### src/rtl/can_fd_tx_bit_stuffer.sv
// Transmit-side CAN FD bit stuffer: dynamic stuffing over SOF..data, fixed
// stuff bits in the FD CRC field and the ISO stuff-count field.
module can_fd_tx_bit_stuffer #(
    parameter int unsigned RUN_LEN    = 5,
    parameter int unsigned FSB_PERIOD = 4
) (
    input  logic       clk_i,
    input  logic       reg_rst_i,
    input  logic       tx_point_i,
    input  logic       start_i,
    input  logic       iso_i,
    input  logic       bit_valid_i,
    input  logic       bit_i,
    input  logic [1:0] mode_i,
    output logic       bit_ready_o,
    output logic       tx_o,
    output logic       stuff_bit_o,
    output logic [2:0] stuff_cnt_o,
    output logic       underrun_o
);

    localparam int unsigned RUN_W = $clog2(RUN_LEN + 1);
    localparam int unsigned FSB_W = $clog2(FSB_PERIOD + 1);
    localparam int unsigned SC_W  = 2;

    localparam logic [1:0] MODE_NONE  = 2'b00;
    localparam logic [1:0] MODE_DYN   = 2'b01;
    localparam logic [1:0] MODE_FIXED = 2'b10;

    typedef enum logic [1:0] {
        ST_DATA,
        ST_SC,
        ST_FSB
    } state_t;

    state_t           state, state_n, cur_state;
    logic [RUN_W-1:0] run, run_n, cur_run;
    logic [FSB_W-1:0] fsb_cnt, fsb_n, cur_fsb;
    logic [SC_W-1:0]  sc_idx, sc_idx_n;
    logic [1:0]       last_mode, last_mode_n, cur_lmode;
    logic [2:0]       cur_cnt, stuff_cnt_n, gray;
    logic [3:0]       sc_seq;
    logic             tx_n, stuff_bit_n, underrun_n;
    logic             fixed_in, dyn_due, fix_entry, fix_cont;

    always_comb begin
        // start_i clears the frame context before this cycle's tx_point is processed
        cur_state = start_i ? ST_DATA : state;
        cur_run   = start_i ? '0 : run;
        cur_fsb   = start_i ? '0 : fsb_cnt;
        cur_lmode = start_i ? MODE_NONE : last_mode;
        cur_cnt   = start_i ? 3'd0 : stuff_cnt_o;

        gray   = {cur_cnt[2], cur_cnt[2] ^ cur_cnt[1], cur_cnt[1] ^ cur_cnt[0]};
        sc_seq = {^gray, gray[0], gray[1], gray[2]};

        fixed_in  = bit_valid_i && (mode_i == MODE_FIXED);
        dyn_due   = (cur_lmode == MODE_DYN) && (cur_run == RUN_W'(RUN_LEN)) && !fixed_in;
        fix_entry = fixed_in && (cur_lmode != MODE_FIXED);
        fix_cont  = fixed_in && (cur_fsb == FSB_W'(FSB_PERIOD));

        bit_ready_o = (cur_state == ST_DATA) && !dyn_due && !fix_entry && !fix_cont;

        state_n     = cur_state;
        run_n       = cur_run;
        fsb_n       = cur_fsb;
        sc_idx_n    = sc_idx;
        last_mode_n = cur_lmode;
        stuff_cnt_n = cur_cnt;
        tx_n        = tx_o;
        stuff_bit_n = stuff_bit_o;
        underrun_n  = 1'b0;

        if (tx_point_i) begin
            case (cur_state)
                ST_DATA: begin
                    if (dyn_due) begin
                        tx_n        = ~tx_o;
                        stuff_bit_n = 1'b1;
                        stuff_cnt_n = cur_cnt + 3'd1;
                        run_n       = RUN_W'(1);
                    end else if (fix_entry) begin
                        // the entry FSB already belongs to the FIXED field
                        tx_n        = ~tx_o;
                        stuff_bit_n = 1'b1;
                        fsb_n       = '0;
                        run_n       = '0;
                        last_mode_n = MODE_FIXED;
                        sc_idx_n    = '0;
                        state_n     = iso_i ? ST_SC : ST_DATA;
                    end else if (fix_cont) begin
                        tx_n        = ~tx_o;
                        stuff_bit_n = 1'b1;
                        fsb_n       = '0;
                        run_n       = '0;
                    end else if (!bit_valid_i) begin
                        tx_n        = 1'b1;
                        stuff_bit_n = 1'b0;
                        underrun_n  = 1'b1;
                    end else begin
                        tx_n        = bit_i;
                        stuff_bit_n = 1'b0;
                        last_mode_n = (mode_i == MODE_DYN || mode_i == MODE_FIXED) ? mode_i : MODE_NONE;
                        if (mode_i == MODE_DYN) begin
                            if (bit_i != tx_o)                   run_n = RUN_W'(1);
                            else if (cur_run != RUN_W'(RUN_LEN)) run_n = cur_run + RUN_W'(1);
                        end else begin
                            run_n = '0;
                        end
                        if (mode_i == MODE_FIXED) fsb_n = cur_fsb + FSB_W'(1);
                    end
                end
                ST_SC: begin
                    tx_n        = sc_seq[sc_idx];
                    stuff_bit_n = 1'b1;
                    fsb_n       = cur_fsb + FSB_W'(1);
                    run_n       = '0;
                    sc_idx_n    = sc_idx + SC_W'(1);
                    if (sc_idx == SC_W'(3)) state_n = ST_FSB;
                end
                ST_FSB: begin
                    tx_n        = ~tx_o;
                    stuff_bit_n = 1'b1;
                    fsb_n       = '0;
                    run_n       = '0;
                    state_n     = ST_DATA;
                end
                default: state_n = ST_DATA;
            endcase
        end
    end

    always_ff @(posedge clk_i) begin
        if (reg_rst_i) begin
            state       <= ST_DATA;
            run         <= '0;
            fsb_cnt     <= '0;
            sc_idx      <= '0;
            last_mode   <= MODE_NONE;
            tx_o        <= 1'b1;
            stuff_bit_o <= 1'b0;
            stuff_cnt_o <= 3'd0;
            underrun_o  <= 1'b0;
        end else begin
            state       <= state_n;
            run         <= run_n;
            fsb_cnt     <= fsb_n;
            sc_idx      <= sc_idx_n;
            last_mode   <= last_mode_n;
            tx_o        <= tx_n;
            stuff_bit_o <= stuff_bit_n;
            stuff_cnt_o <= stuff_cnt_n;
            underrun_o  <= underrun_n;
        end
    end

endmodule

### config.mk
export PLATFORM = sky130hd
export DESIGN_NAME = can_fd_tx_bit_stuffer
export DESIGN_NICKNAME = d
export VERILOG_FILES = /design/src/rtl/can_fd_tx_bit_stuffer.sv
export SDC_FILE = /design/constraint.sdc
export NUM_CORES = 1
export LEC_CHECK = 0
export CORE_MARGIN = 5
export CORE_UTILIZATION = 48
export CTS_CLUSTER_DIAMETER = 120
export DETAILED_ROUTE_END_ITERATION = 10
export PLACE_DENSITY_LB_ADDON = 0.15
export RECOVER_POWER = 50
export SYNTH_ARGS = -nofsm -noshare
export SYNTH_HDL_FRONTEND = slang
export SYNTH_SLANG_ARGS = --single-unit
### constraint.sdc
create_clock -name clk_i -period 1.85 [get_ports clk_i]
set_input_delay 0.37 -clock clk_i [delete_from_list [all_inputs] [get_ports clk_i]]
set_output_delay 0.37 -clock clk_i [all_outputs]
set_load 0.01 [all_outputs]
==> out/qor.txt <==
crit path max fanout = 2
Main synth FF type = dfxtp_1
hpwl dp = 2435 um
critical path endpoint category = output pin
top post-synthesis cells by count = 19 x nor2_1, 18 x dfxtp_1, 15 x nand2_1, 10 x nor2b_1
Post-synth ARST share = 0%
min Tclk post-route = 1.909 ns
Initial Util = 49.28%
CTS buffer count = 3
post-synthesis sequential area ratio = 30.06%
area of the multi-input gates = 813.3 sq um
nets@finish = 212
Hold Fails Final Rpt = 0
syn_area_per_cell = 8.099 sq um
CTS tree = built
CTS clock-pin slew for the worst setup and hold paths = 0.11 ns
root buffer cell = clkbuf_4
DRC = 0
CORE AREA = 2432 sq um
GR Overflow Total = 0
first-pass GRT wire length = 5278 um
cells taking the most area after synthesis = dfxtp_1 30%, ha_1 8.4%, nor2_1 5.9%
Mapped Cells = 148
placer congestion estimate = 0.8830
chip height = 59.97 um
die width = 59.97 um
TritonRoute pass-1 iters = 4
post-synthesis cell type count = 46
hold_buf cts = 0
Worst Hold Depth = 2
Slew Limit Fails = 0
# rows = 18
Max-slew headroom = 70.83%
syn_nets = 165
area grow syn2layout = 40.29%
setup ws final = -0.05867 ns
PwrDens = 472.9 nW/um^2
vias in the first global route = 1,181
Worst Reg-to-Reg Cells = 8
Synth top area share = 30.06%
layout cells sized above 1 = 28.87%
synthesis-stage register bit count = 18
number of inserted diodes = 0
cell taking the most area after synthesis = dfxtp_1
largest net degree at the start of global routing = 11
CP Data Required Time = 1.48 ns
Tightest Pin Transition = 0.4362 ns
Fmax achieved = 523.9 MHz
Fin Clk Skew = 0.004586 ns
crit share post-route = 103.2%
Starting DRT DRC Count = 60
vias after detailed routing = 1,210
most numerous cell in the Yosys netlist = nor2_1
Max H-tree Level = 1
Clock Path Buffers = 2
Reg2Reg Launch Point = state[1]
CP arrival = 1.54 ns
Mapped Area = 1199 sq um
fillers = 194
RSZ-0062 raised after global routing = true
Hold Crit Start = stuff_bit_o
io pins = 16
latest clock arrival within the worst-skew pair = 0.30 ns
min-delay worst type = reg -> reg
die area = 3596 sq um
worst reg2reg path endpoint = fsb_cnt[0]
synth warn = 0
CP Class = reg -> out
routed len/inst = 14.19 um
flop2flop setup slack = 0.18 ns
Final Setup Violations = 1
status = finished with violations
Max VDD drop = 0.4349 mV
Final Power = 0.7952 mW
drt via density = 5.402
Static Leakage = 0.7523 nW
initial antenna violation count = 0
Sequential Area = 361.6 sq um
EDFF count, synth = 0
Antenna Nets Post-Route = 0
WHS Endpoint = stuff_bit_o
gr usage total = 19.38%
crit start category = register
Total Routed Length = 3179 um
Hold Slack = 0.5202 ns
max-cap viol count = 0
failing checks = setup timing
PortBufs = 15
clock sinks = 18
==> where the power goes <==
part / internal [mW] / switching, mW / total (mW)
clock network: 0.120 / 0.132 / 0.252
registers: 0.393 / 0.00479 / 0.398
logic: 0.0743 / 0.0703 / 0.145
total: 0.588 / 0.207 / 0.795
==> stage by stage <==
step	worst slack, ns	setup TNS [ns]	instances	cell area [sq um]	util (%)
after floorplan	0.02796	0	148	1200	-
after global placement	-0.7170	-6.989	217	1587	65.23
after detailed placement	-0.7506	-7.612	217	1587	65.23
after CTS	0.002041	0	223	1653	67.95
after global routing	-0.1113	-0.1113	224	1682	69.14
final	-0.05867	-0.05867	224	1682	69.14
==> critical path: stages (launching register included) <==
cell and delay, ns:
dfxtp_2 0.34, nor2b_4 0.14, inv_2 0.05, ha_4 0.15
nand2_2 0.05, a21oi_2 0.06, a211oi_2 0.27, buf_2 0.18
==> metal layers <==
metal / wire (um) / global-route usage [%] / vias to the layer above / part of all wire (%)
met1: 1456 / 25.19 / 563 / 46
met4: 42 / 8.544 / 0 / 1.3
met5: 0 / 0 / - / 0
met2: 1540 / 31.17 / 33 / 48
met3: 140 / 3.240 / 6 / 4.4
li1: - / - / 608 / -
==> flip-flops by register name (all words and copies together) (netlist names) <==
signal / flops
fsb_cnt: 3
sc_idx: 2
underrun_o: 1
tx_o: 1
last_mode: 2
state: 2
stuff_bit_o: 1
stuff_cnt_o: 3
run: 3
==> kinds of logic after synthesis <==
family | count (synthesis) | synth area share (%)
mux | 6 | 5.636
compound gates | 28 | 17.12
fa+ha+maj | 8 | 8.351
simple gates | 67 | 29.33
xor+xnor | 5 | 3.654
flops | 18 | 30.06
buf+inv | 16 | 5.846
==> worst max path at each step <==
| stage | start | endpoint | slack, ns |
|---|---|---|---|
| global placement | start_i | bit_ready_o | -0.72 |
| finish | fsb_cnt[1] | bit_ready_o | -0.06 |
| floorplan | start_i | sc_idx[0] | 0.03 |
| CTS | fsb_cnt[1] | bit_ready_o | 0.002 |
| detailed placement | start_i | bit_ready_o | -0.75 |
| global route | fsb_cnt[1] | bit_ready_o | -0.11 |
==> layout by cell type (no fill, tap or decap), drive strengths merged <==
| master | synthesis | routed |
|---|---|---|
| a221oi | 1 | 1 |
| nand3 | 5 | 5 |
| a31oi | 2 | 2 |
| mux2i | 3 | 3 |
| dfxtp | 18 | 18 |
| a211o | 1 | 1 |
| xnor2 | 3 | 3 |
| o21ai | 4 | 4 |
| a311oi | 1 | 1 |
| a21oi | 7 | 7 |
| nor2b | 10 | 10 |
| and4bb | 1 | 1 |
| buf | 3 | 36 |
| nand2b | 3 | 3 |
| o21a | 1 | 1 |
| inv | 8 | 8 |
| nor4 | 1 | 1 |
| nand3b | 3 | 3 |
| o21bai | 1 | 1 |
| a32oi | 2 | 2 |
| o22a | 1 | 1 |
| xor2 | 2 | 2 |
| a22oi | 1 | 1 |
| nor2 | 19 | 19 |
| clkdlybuf4s50 | 0 | 13 |
| ha | 8 | 8 |
| and2 | 1 | 1 |
| nand4 | 1 | 1 |
| and3b | 1 | 1 |
| clkbuf | 5 | 5 |
| mux2 | 3 | 3 |
| nand2 | 15 | 15 |
| a22o | 2 | 2 |
| and3 | 1 | 1 |
| nor3 | 4 | 4 |
| a41oi | 1 | 1 |
| nor3b | 2 | 2 |
| a211oi | 2 | 2 |
| o221ai | 1 | 1 |
==> final cells by class <==
class | count | area share [%]
multi-input cells | 114 | 48.36
flip-flops and latches | 18 | 21.50
repair buffers | 50 | 23.96
clock buffers | 4 | 2.158
well taps | 30 | 2.232
inverters | 8 | 1.786
==> what timing repair did <==
item | 4_1_cts | 5_1_grt
setup endpoints to repair | 12 | 2
pin swaps | 2 | 2
hold endpoints to repair | 0 | 0
gates resized for setup | 15 | 5
setup buffers | 2 | 1
No activity file was read; power rests on OpenSTA's default activity.
